`src/rtl/serial_adder.sv`:
```
// serial_adder: bit-serial LSB-first adder; one full-adder cell (two half adders + OR)
// and a registered carry, with valid/ready handshakes on operands and result.
module halfadder (
  input  logic i_a,
  input  logic i_b,
  output logic o_s,
  output logic o_c
);
  assign o_s = i_a ^ i_b;
  assign o_c = i_a & i_b;
endmodule

module serial_adder #(
  parameter int WIDTH = 8
) (
  input  logic             clk,
  input  logic             rst_n,
  input  logic             in_valid,
  output logic             in_ready,
  input  logic [WIDTH-1:0] a,
  input  logic [WIDTH-1:0] b,
  input  logic             c_in,
  output logic             out_valid,
  input  logic             out_ready,
  output logic [WIDTH-1:0] sum,
  output logic             c_out,
  output logic             busy
);
  localparam int CW = $clog2(WIDTH) + 1;
  localparam logic [CW-1:0] LAST = CW'(WIDTH - 1);
  typedef enum logic [1:0] {IDLE, RUN, DONE} state_t;
  state_t r_state, w_next;
  logic [WIDTH-1:0] r_a, r_b, r_sum;
  logic [CW-1:0] r_count;
  logic r_carry, r_cout;
  logic w_p, w_g, w_s, w_g2, w_cy;
  logic [WIDTH:0] w_sh;
  halfadder u_ha0 (.i_a(r_a[0]), .i_b(r_b[0]), .o_s(w_p), .o_c(w_g));
  halfadder u_ha1 (.i_a(w_p), .i_b(r_carry), .o_s(w_s), .o_c(w_g2));
  assign w_cy = w_g | w_g2;
  // new bit enters at the MSB; concatenation keeps WIDTH=1 legal
  assign w_sh = {w_s, r_sum};
  always_comb begin
    w_next = r_state;
    w_next = (r_state == IDLE && in_valid) ? RUN :
             (r_state == RUN && r_count == LAST) ? DONE :
             (r_state == DONE && out_ready) ? IDLE : r_state;
  end
  always_ff @(posedge clk or negedge rst_n) begin
    if (!rst_n) begin
      r_state <= IDLE;
      r_a     <= '0;
      r_b     <= '0;
      r_sum   <= '0;
      r_carry <= 1'b0;
      r_cout  <= 1'b0;
      r_count <= '0;
    end else begin
      r_state <= w_next;
      if (r_state == IDLE && in_valid) begin
        r_a     <= a;
        r_b     <= b;
        r_carry <= c_in;
        r_sum   <= '0;
        r_cout  <= 1'b0;
        r_count <= '0;
      end else if (r_state == RUN) begin
        r_a     <= r_a >> 1;
        r_b     <= r_b >> 1;
        r_carry <= w_cy;
        r_sum   <= w_sh[WIDTH:1];
        r_count <= r_count + 1'b1;
        if (r_count == LAST) r_cout <= w_cy;
      end
    end
  end
  assign in_ready  = r_state == IDLE;
  assign busy      = r_state == RUN;
  assign out_valid = r_state == DONE;
  assign sum       = r_sum;
  assign c_out     = r_cout;
endmodule

```
`config.mk`:
```
export PLATFORM = sky130hd
export DESIGN_NAME = serial_adder
export DESIGN_NICKNAME = d
export VERILOG_FILES = /design/src/rtl/serial_adder.sv
export SDC_FILE = /design/constraint.sdc
export NUM_CORES = 1
export LEC_CHECK = 0
export ABC_AREA = 1
export BUFFER_PORTS_ARGS = -buffer_cell sky130_fd_sc_hd__buf_4
export CAP_MARGIN = 20
export CORE_UTILIZATION = 53
export CTS_CLUSTER_SIZE = 40
export DETAILED_ROUTE_END_ITERATION = 16
export HOLD_SLACK_MARGIN = 0.12
export PLACE_DENSITY = 0.75
export SLEW_MARGIN = 25
export SYNTH_ARGS = -nofsm -noshare
export SYNTH_HDL_FRONTEND = slang
export SYNTH_SLANG_ARGS = --single-unit
```
`constraint.sdc`:
```
create_clock -name clk -period 1.35 [get_ports clk]
set_input_delay 0.135 -clock clk [delete_from_list [all_inputs] [get_ports clk]]
set_output_delay 0.135 -clock clk [all_outputs]
set_load 0.01 [all_outputs]
```
==> out/qor.log, run 1 <==
INFO  status         run_status=finished clean
INFO  detailed_routing detailroute.via_count=1431
INFO  placed_design  dp_hpwl=2370um
INFO  worst_setup_path worst_ep_arrival_time=1170ps
INFO  detailed_routing first_pass_iteration_count_of_the_detailed_router=5
INFO  worst_setup_path timing.critical_path.from_type=register
INFO  power          p_int=1.28mW
INFO  synthesis      netlist.area_leader.share=52.2%
INFO  layout         fraction_of_final_layout_cells_sized_beyond_drive_strength_1=20.6%
INFO  power          power_switching_share=21.4%
INFO  worst_setup_path worst_path_dominant_cell_family=flip-flops
INFO  floorplan      core=2760um^2
INFO  timing         timing.fmax=766MHz
INFO  layout         final_nets=284
INFO  synthesis      ys_seq_area_share=52.2%
INFO  placed_design  dp_cells=264
INFO  synthesis      area_share_of_xor_xnor_cells_in_the_synthesized_design=0%
INFO  worst_setup_path critical_path_buf_inv_count=1
INFO  worst_setup_path critical_path.cell_chain=nor2_2 > buf_4
INFO  synthesis      synth_top_flop_cell=sky130_fd_sc_hd__dfrtp_1
INFO  timing         final.period_utilization=96.7%
INFO  floorplan      placementRows=19
INFO  synthesis      syn_nets=225
INFO  power          psw=349uW
INFO  floorplan      dieHeight=55.8um
INFO  synthesis      synth.ff_latch_count=32
INFO  placed_design  placed_cell_area=1820um^2
INFO  layout         final.fill_count=213
INFO  worst_setup_path max_stage_delay=450ps
INFO  synthesis      mappedNetlistArea=1530um^2
INFO  placed_design  place_congestion=0.822
INFO  timing         setup-violations-final=0
INFO  layout         antenna_cells_inserted=0
INFO  global_routing number_of_global_route_vias_before_repair=1382
INFO  clocking       skew_pair_late_insertion_delay=330ps
INFO  clocking       clk_root_buffer_cell=sky130_fd_sc_hd__clkbuf_4
INFO  clocking       h-tree-depth=2
INFO  timing         setup_ws=45.0ps
INFO  detailed_routing drt_first_iter_violations=58
INFO  placed_design  io_buffer_count=32
INFO  power          power.leakage=1.16nW
INFO  hold_path      min-delay-path-class=input pin to register
INFO  floorplan      die-area=3110um^2
INFO  floorplan      start_util=55.6%
INFO  worst_setup_path required=1220ps
INFO  timing         skew=9.15ps
INFO  timing         final-max-slew-violation-count=0
INFO  synthesis      synthDominantAreaCellType=sky130_fd_sc_hd__dfrtp_1
INFO  detailed_routing drc=0
INFO  timing         max-slew-margin-rel=74.0%
INFO  global_routing first_pass_grt_wire_length=5910um
INFO  global_routing antenna_found_initial=0
INFO  detailed_routing detail_route.wirelength=3530um
INFO  power          combinationalPowerShare=7.1%
INFO  floorplan      die_x=55.8um
INFO  synthesis      yosys-top-cells-area=sky130_fd_sc_hd__dfrtp_1, sky130_fd_sc_hd__nand2_1, sky130_fd_sc_hd__inv_1
INFO  synthesis      synth-edff-count=0
INFO  synthesis      synth_commonest_cells=sky130_fd_sc_hd__nand2_1, sky130_fd_sc_hd__dfrtp_1, sky130_fd_sc_hd__inv_1
INFO  clocking       worst_setup_hold_path_clk_slew=80ps
INFO  synthesis      synth_area_per_cell=7.59um^2
INFO  layout         final_design_area_no_fill=2100um^2
INFO  global_routing gr-total-overflow=0
INFO  timing         fin_hold_ws=173ps
INFO  synthesis      synth_most_common_cell=sky130_fd_sc_hd__nand2_1
INFO  detailed_routing ant_nets=0
INFO  global_routing grt_start_max_net_pins=33
INFO  timing         post_route_minimum_period=1300ps
INFO  clocking       clock_buffers_created_by_tritoncts=5
INFO  timing         final_hold_viol_count=0
INFO  detailed_routing routed_len_inst=12.1um
INFO  worst_setup_path end_kind=output port
INFO  power          power.clock.fraction=34.1%
INFO  synthesis      synth-compound-area-share=4.81%
INFO  layout         post_layout_nonfiller_instances=293
INFO  worst_setup_path critPathSlowestCell=sky130_fd_sc_hd__dfrtp_1
INFO  synthesis      ys.warnings.count=0
INFO  power          power.ir.vdd_worst=0.000763V
INFO  clocking       tritoncts_num_sinks=32
INFO  timing         tightest_slew=391ps
INFO  power          cellPowerDensity=776nW/um^2
INFO  floorplan      boundaryPins=33
INFO  global_routing groute.usage.overall=25.2%
INFO  placed_design  preCtsSetupSlack=84.6ps
INFO  clocking       tritoncts=done
INFO  worst_setup_path worst-setup-path-type=register to output port
INFO  synthesis      async_reset_ff_share=100%
INFO  worst_setup_path worst-path-max-fanout=4
INFO  worst_setup_path r2r_slack=100ps
INFO  synthesis      synthesis.instances=202
INFO  synthesis      synth_mux_area_share=0%
INFO  synthesis      synth_top_family_by_area=simple AND/OR/NAND/NOR gates
INFO  synthesis      arithmetic_cell_share_of_the_synthesized_area_counting_full_adders_half_adders_and_majority_gates=2.12%
INFO  synthesis      synth_simple_gate_area_share=31.5%
INFO  detailed_routing avgViaCountPerCell=4.88
INFO  job            max_cap_violations=0
INFO  synthesis      synth_cell_types=21
INFO  layout         area_delta_synth_final=36.8%
INFO  power          power.share.sequential=58.8%
INFO  clocking       cts-root-to-sink-buffers=2
==> path summary, 6_finish.rpt <==
check	cells past startpoint	startpoint	end
max	2	r_state[1]	in_ready
min	4	in_valid	c_out
max reg2reg	5	r_state[0]	r_a[0]
min reg2reg	2	r_b[1]	r_b[1]
max in group asynchronous	2	rst_n	r_state[0]
min in group asynchronous	2	rst_n	sum[3]
==> stage by stage <==
| stage | setup TNS, ps | power, mW | utilization, % |
|---|---|---|---|
| 3_5_place_dp | 0 | 1.05 | 66.0 |
| 4_1_cts | 0 | 1.65 | 75.7 |
| 3_3_place_gp | 0 | 1.05 | 66.0 |
| 5_1_grt | -4.57 | 1.70 | 76.1 |
| 6_report | 0 | 1.63 | 76.1 |
| 2_1_floorplan | 0 | 0.983 | - |
==> state kept, by name, summed over array words and instances (netlist names) <==
name	count
sum	8
r_b	8
r_a	8
r_carry	1
r_count	4
r_state	2
c_out	1
==> routing by layer <==
metal  GRT usage (%)  wire length (um)
met5               0                 0
met4            11.8                74
met3            4.88               137
met2            44.4              1830
met1            29.4              1490
==> timing repair <==
item                                    in CTS  in global routing
endpoints found under the setup margin       1                  9
setup buffers                                2                  0
gates cloned                                 0                  0
endpoints found under the hold margin       50                  0
gates resized for setup                      1                  3
pin swaps                                    1                  0
hold buffers                                19                  0
==> power groups by stage <==
stage               Sequential [mW]  Combinational, mW  Clock (mW)
floorplan                     0.977            0.00585           0
global placement              0.977             0.0701           0
detailed placement            0.977             0.0708           0
CTS                           0.958              0.114       0.575
global route                  0.958              0.126       0.615
finish                        0.958              0.116       0.555
==> layout make-up <==
class,count,area [um^2],share of cell area [%]
Clock buffer,6,51.3,2.44
Tap cell,31,38.8,1.85
Timing Repair Buffer,58,499,23.8
Inverter,26,103,4.89
Multi-Input combinational cell,138,594,28.3
Sequential cell,32,802,38.2
Clock inverter,2,10.0,0.477
==> cell usage in the layout, fill, tap and decap left out, types with 2 or more instances in the layout <==
master	instances
sky130_fd_sc_hd__dlygate4sd3_1	19
sky130_fd_sc_hd__buf_4	37
sky130_fd_sc_hd__o21ai_0	11
sky130_fd_sc_hd__nand2_1	107
sky130_fd_sc_hd__nand3_1	7
sky130_fd_sc_hd__clkbuf_4	5
sky130_fd_sc_hd__clkinv_2	2
sky130_fd_sc_hd__nor2_1	3
sky130_fd_sc_hd__inv_1	24
sky130_fd_sc_hd__dfrtp_1	31
==> kinds of logic (layout without fill, tap and decap cells) <==
group,count (synthesis),in the layout
buffers and inverters,32,92
AND/OR/NAND/NOR,122,122
flip-flops,32,32
adder cells (fa/ha/maj),2,2
AO/OA/AOI/OAI,14,14
==> tightest hold or removal path, cell delays in order <==
cell and delay, ps:
sky130_fd_sc_hd__buf_4 120, sky130_fd_sc_hd__a21oi_1 70, sky130_fd_sc_hd__nand2_1 80, sky130_fd_sc_hd__nand2_1 60
(Power assumes the default switching activity.)
==> inputs of run 2 (changes only) <==
- CORE_UTILIZATION: 53 -> 57
- PLACE_DENSITY: 0.75 -> 0.8
- clock period: 1.35 -> 1.6 ns (I/O delays scaled with it)
==> out/qor.log, run 2 (synthesis results as in run 1) <==
INFO  detailed_routing wl_met3=141um [+2.9%]
INFO  worst_setup_path timing.critical_path.from_type=register
INFO  timing         finalSetupTns=0ps [unchanged]
INFO  clocking       worst_setup_hold_path_clk_slew=100ps [+20 ps]
INFO  clocking       clk_root_buffer_cell=sky130_fd_sc_hd__clkbuf_4
INFO  timing         final_hold_viol_count=0 [unchanged]
INFO  detailed_routing avgViaCountPerCell=4.98 [+2.0%]
INFO  clocking       clock_buffers_created_by_tritoncts=5 [unchanged]
INFO  placed_design  dp_hpwl=2200um [-7.1%]
INFO  timing         final-max-slew-violation-count=0 [unchanged]
INFO  detailed_routing drc=0 [unchanged]
INFO  timing         final.period_utilization=93.2%
INFO  clocking       skew_pair_late_insertion_delay=340ps [about the same]
INFO  worst_setup_path critical_path.cell_chain=inv_2 > nor2_4 > buf_4 > buf_4
INFO  detailed_routing routed_len_inst=12.6um [+4.2%]
INFO  layout         antenna_cells_inserted=0 [unchanged]
INFO  detailed_routing wl_met2=1770um [-3.3%]
INFO  timing         setup-violations-final=0 [unchanged]
INFO  power          power_switching_share=23.4% [+1.9 points]
INFO  clocking       post_cts_repair_setup_buffers=0 [-2]
INFO  worst_setup_path worst_path_dominant_cell_family=flip-flops
INFO  floorplan      start_util=61.4% [+5.7 points]
INFO  placed_design  place_congestion=0.772 [-6.0%]
INFO  global_routing groute.usage.overall=30.4% [+5.2 points]
INFO  worst_setup_path critical_path.most_common_cell=sky130_fd_sc_hd__buf_4
INFO  layout         final.fill_count=170 [-20%]
INFO  worst_setup_path critPathSlowestCell=sky130_fd_sc_hd__dfrtp_1
INFO  timing         max-slew-margin-rel=72.6% [-1.4 points]
INFO  global_routing antenna_found_initial=0 [unchanged]
INFO  floorplan      die_x=53.9um [-3.4%]
INFO  layout         layout_commonest_cell=sky130_fd_sc_hd__nand2_1
INFO  timing         skew=2.39ps [-6.76 ps]
INFO  hold_path      min-delay-path-class=input pin to register
INFO  detailed_routing route.top_layer_used=met4
INFO  layout         area_delta_synth_final=32.0%
INFO  placed_design  io_buffer_count=32 [unchanged]
INFO  power          cellPowerDensity=664nW/um^2 [-14%]
INFO  floorplan      die-area=2900um^2 [-6.8%]
INFO  clocking       cts-root-to-sink-buffers=2 [unchanged]
INFO  worst_setup_path max_stage_delay=480ps [+30 ps]
INFO  power          power.share.sequential=60.1% [+1.3 points]
INFO  detailed_routing drt_first_iter_violations=39 [-33%]
INFO  floorplan      core=2500um^2 [-9.3%]
INFO  timing         tightest_slew=411ps [+20.3 ps]
INFO  clocking       tritoncts_num_sinks=32 [unchanged]
INFO  placed_design  preCtsSetupSlack=213ps [+128 ps]
INFO  global_routing number_of_global_route_vias_before_repair=1379 [-0.22%]
INFO  global_routing grt_start_max_net_pins=33 [unchanged]
INFO  worst_setup_path critical_path_buf_inv_count=3 [+2]
INFO  clocking       h-tree-depth=2 [unchanged]
INFO  detailed_routing detailroute.via_count=1430 [-0.070%]
INFO  floorplan      dieHeight=53.9um [-3.4%]
INFO  floorplan      boundaryPins=33 [unchanged]
INFO  clocking       tritoncts=done
INFO  detailed_routing ant_nets=0 [unchanged]
INFO  timing         post_route_minimum_period=1490ps
INFO  layout         final_nets=280 [-1.4%]
INFO  timing         setup_ws=109ps [+64.4 ps]
INFO  power          p_int=1.03mW [-19%]
INFO  global_routing gr-total-overflow=0 [unchanged]
INFO  layout         fraction_of_final_layout_cells_sized_beyond_drive_strength_1=18.7% [-1.9 points]
INFO  timing         timing.fmax=671MHz
INFO  worst_setup_path worst-setup-path-type=register to output port
INFO  worst_setup_path worst_ep_arrival_time=1330ps [+160 ps]
INFO  job            max_cap_violations=0 [unchanged]
INFO  status         run_status=finished clean
INFO  detailed_routing first_pass_iteration_count_of_the_detailed_router=4 [-1]
INFO  power          power.clock.fraction=32.7% [-1.4 points]
INFO  power          power.ir.vdd_worst=0.000694V [-9.0%]
INFO  worst_setup_path worst-path-max-fanout=10 [+6]
INFO  detailed_routing detail_route.wirelength=3610um [+2.1%]
INFO  floorplan      placementRows=18 [-1]
INFO  power          power.leakage=1.12nW [-3.4%]
INFO  worst_setup_path required=1440ps [+220 ps]
INFO  power          psw=314uW [-9.9%]
INFO  worst_setup_path end_kind=output port
INFO  timing         grt_setup_unrepaired=no
INFO  global_routing first_pass_grt_wire_length=5930um [+0.36%]
INFO  detailed_routing wl_met1=1580um [+6.6%]
INFO  layout         most-common-layout-cells=sky130_fd_sc_hd__nand2_1, sky130_fd_sc_hd__buf_4, sky130_fd_sc_hd__dfrtp_1
INFO  power          combinationalPowerShare=7.3% [+0.2 points]
-- run 2: through the flow --
stage	utilization, %	cells	power [mW]	hold WS [ps]	area [um^2]
6_report	81.0	287	1.35	122	2020
5_1_grt	81.0	287	1.39	143	2020
4_1_cts	81.0	287	1.35	120	2020
3_5_place_dp	71.9	262	0.884	125	1800
3_3_place_gp	71.9	262	0.883	114	1800
2_1_floorplan	-	202	0.829	-136	1530
-- run 2: path summary, 6_finish.rpt --
check,startpoint,end,slack [ps],depth (start not counted)
worst max-delay path,r_state[0],busy,110,4
worst min-delay path,a[1],r_a[1],120,5
worst max register to register,r_state[0],r_a[1],200,6
worst min register to register,r_a[4],r_a[4],490,2
max in group asynchronous,rst_n,sum[0],1030,2
min in group asynchronous,rst_n,r_count[0],280,2
-- run 2: timing repair --
action / CTS / global route
resized for setup: 0 / 0
endpoints found under the hold margin: 49 / 0
hold buffers: 18 / 0
-- run 2: power by group through the flow --
stage                     logic (mW)  registers [mW]  clock network [mW]
final                         0.0977           0.808               0.439
after global routing           0.106           0.808               0.475
after CTS                     0.0949           0.808               0.448
after detailed placement      0.0600           0.824                   0
after global placement        0.0588           0.824                   0
after floorplan              0.00494           0.824                   0
-- run 2: cell type report --
| cell class | count | area (um^2) | area share (%) |
|---|---|---|---|
| sequential | 32 | 801 | 39.6 |
| clock inverter | 1 | 5.00 | 0.247 |
| inverter | 26 | 100 | 4.94 |
| timing repair buffer | 54 | 450 | 22.2 |
| tap | 30 | 37.5 | 1.85 |
| multi-input combinational | 138 | 589 | 29.1 |
| clock buffer | 6 | 41.3 | 2.04 |
-- run 2: worst reg2reg max path: stages (launching register included) --
cell and delay, ps:
sky130_fd_sc_hd__dfrtp_1 470, sky130_fd_sc_hd__nor2_2 170, sky130_fd_sc_hd__nand2_2 220, sky130_fd_sc_hd__inv_4 230, sky130_fd_sc_hd__nand2_1 80, sky130_fd_sc_hd__nand2_1 70, sky130_fd_sc_hd__nand2_1 60
-- run 2: per-layer routing --
| layer | vias up | track usage [%] |
|---|---|---|
| met5 | - | 0 |
| met4 | 0 | 14.5 |
| met3 | 13 | 10.5 |
| met2 | 31 | 50.8 |
| met1 | 674 | 34.6 |
| li1 | 712 | - |
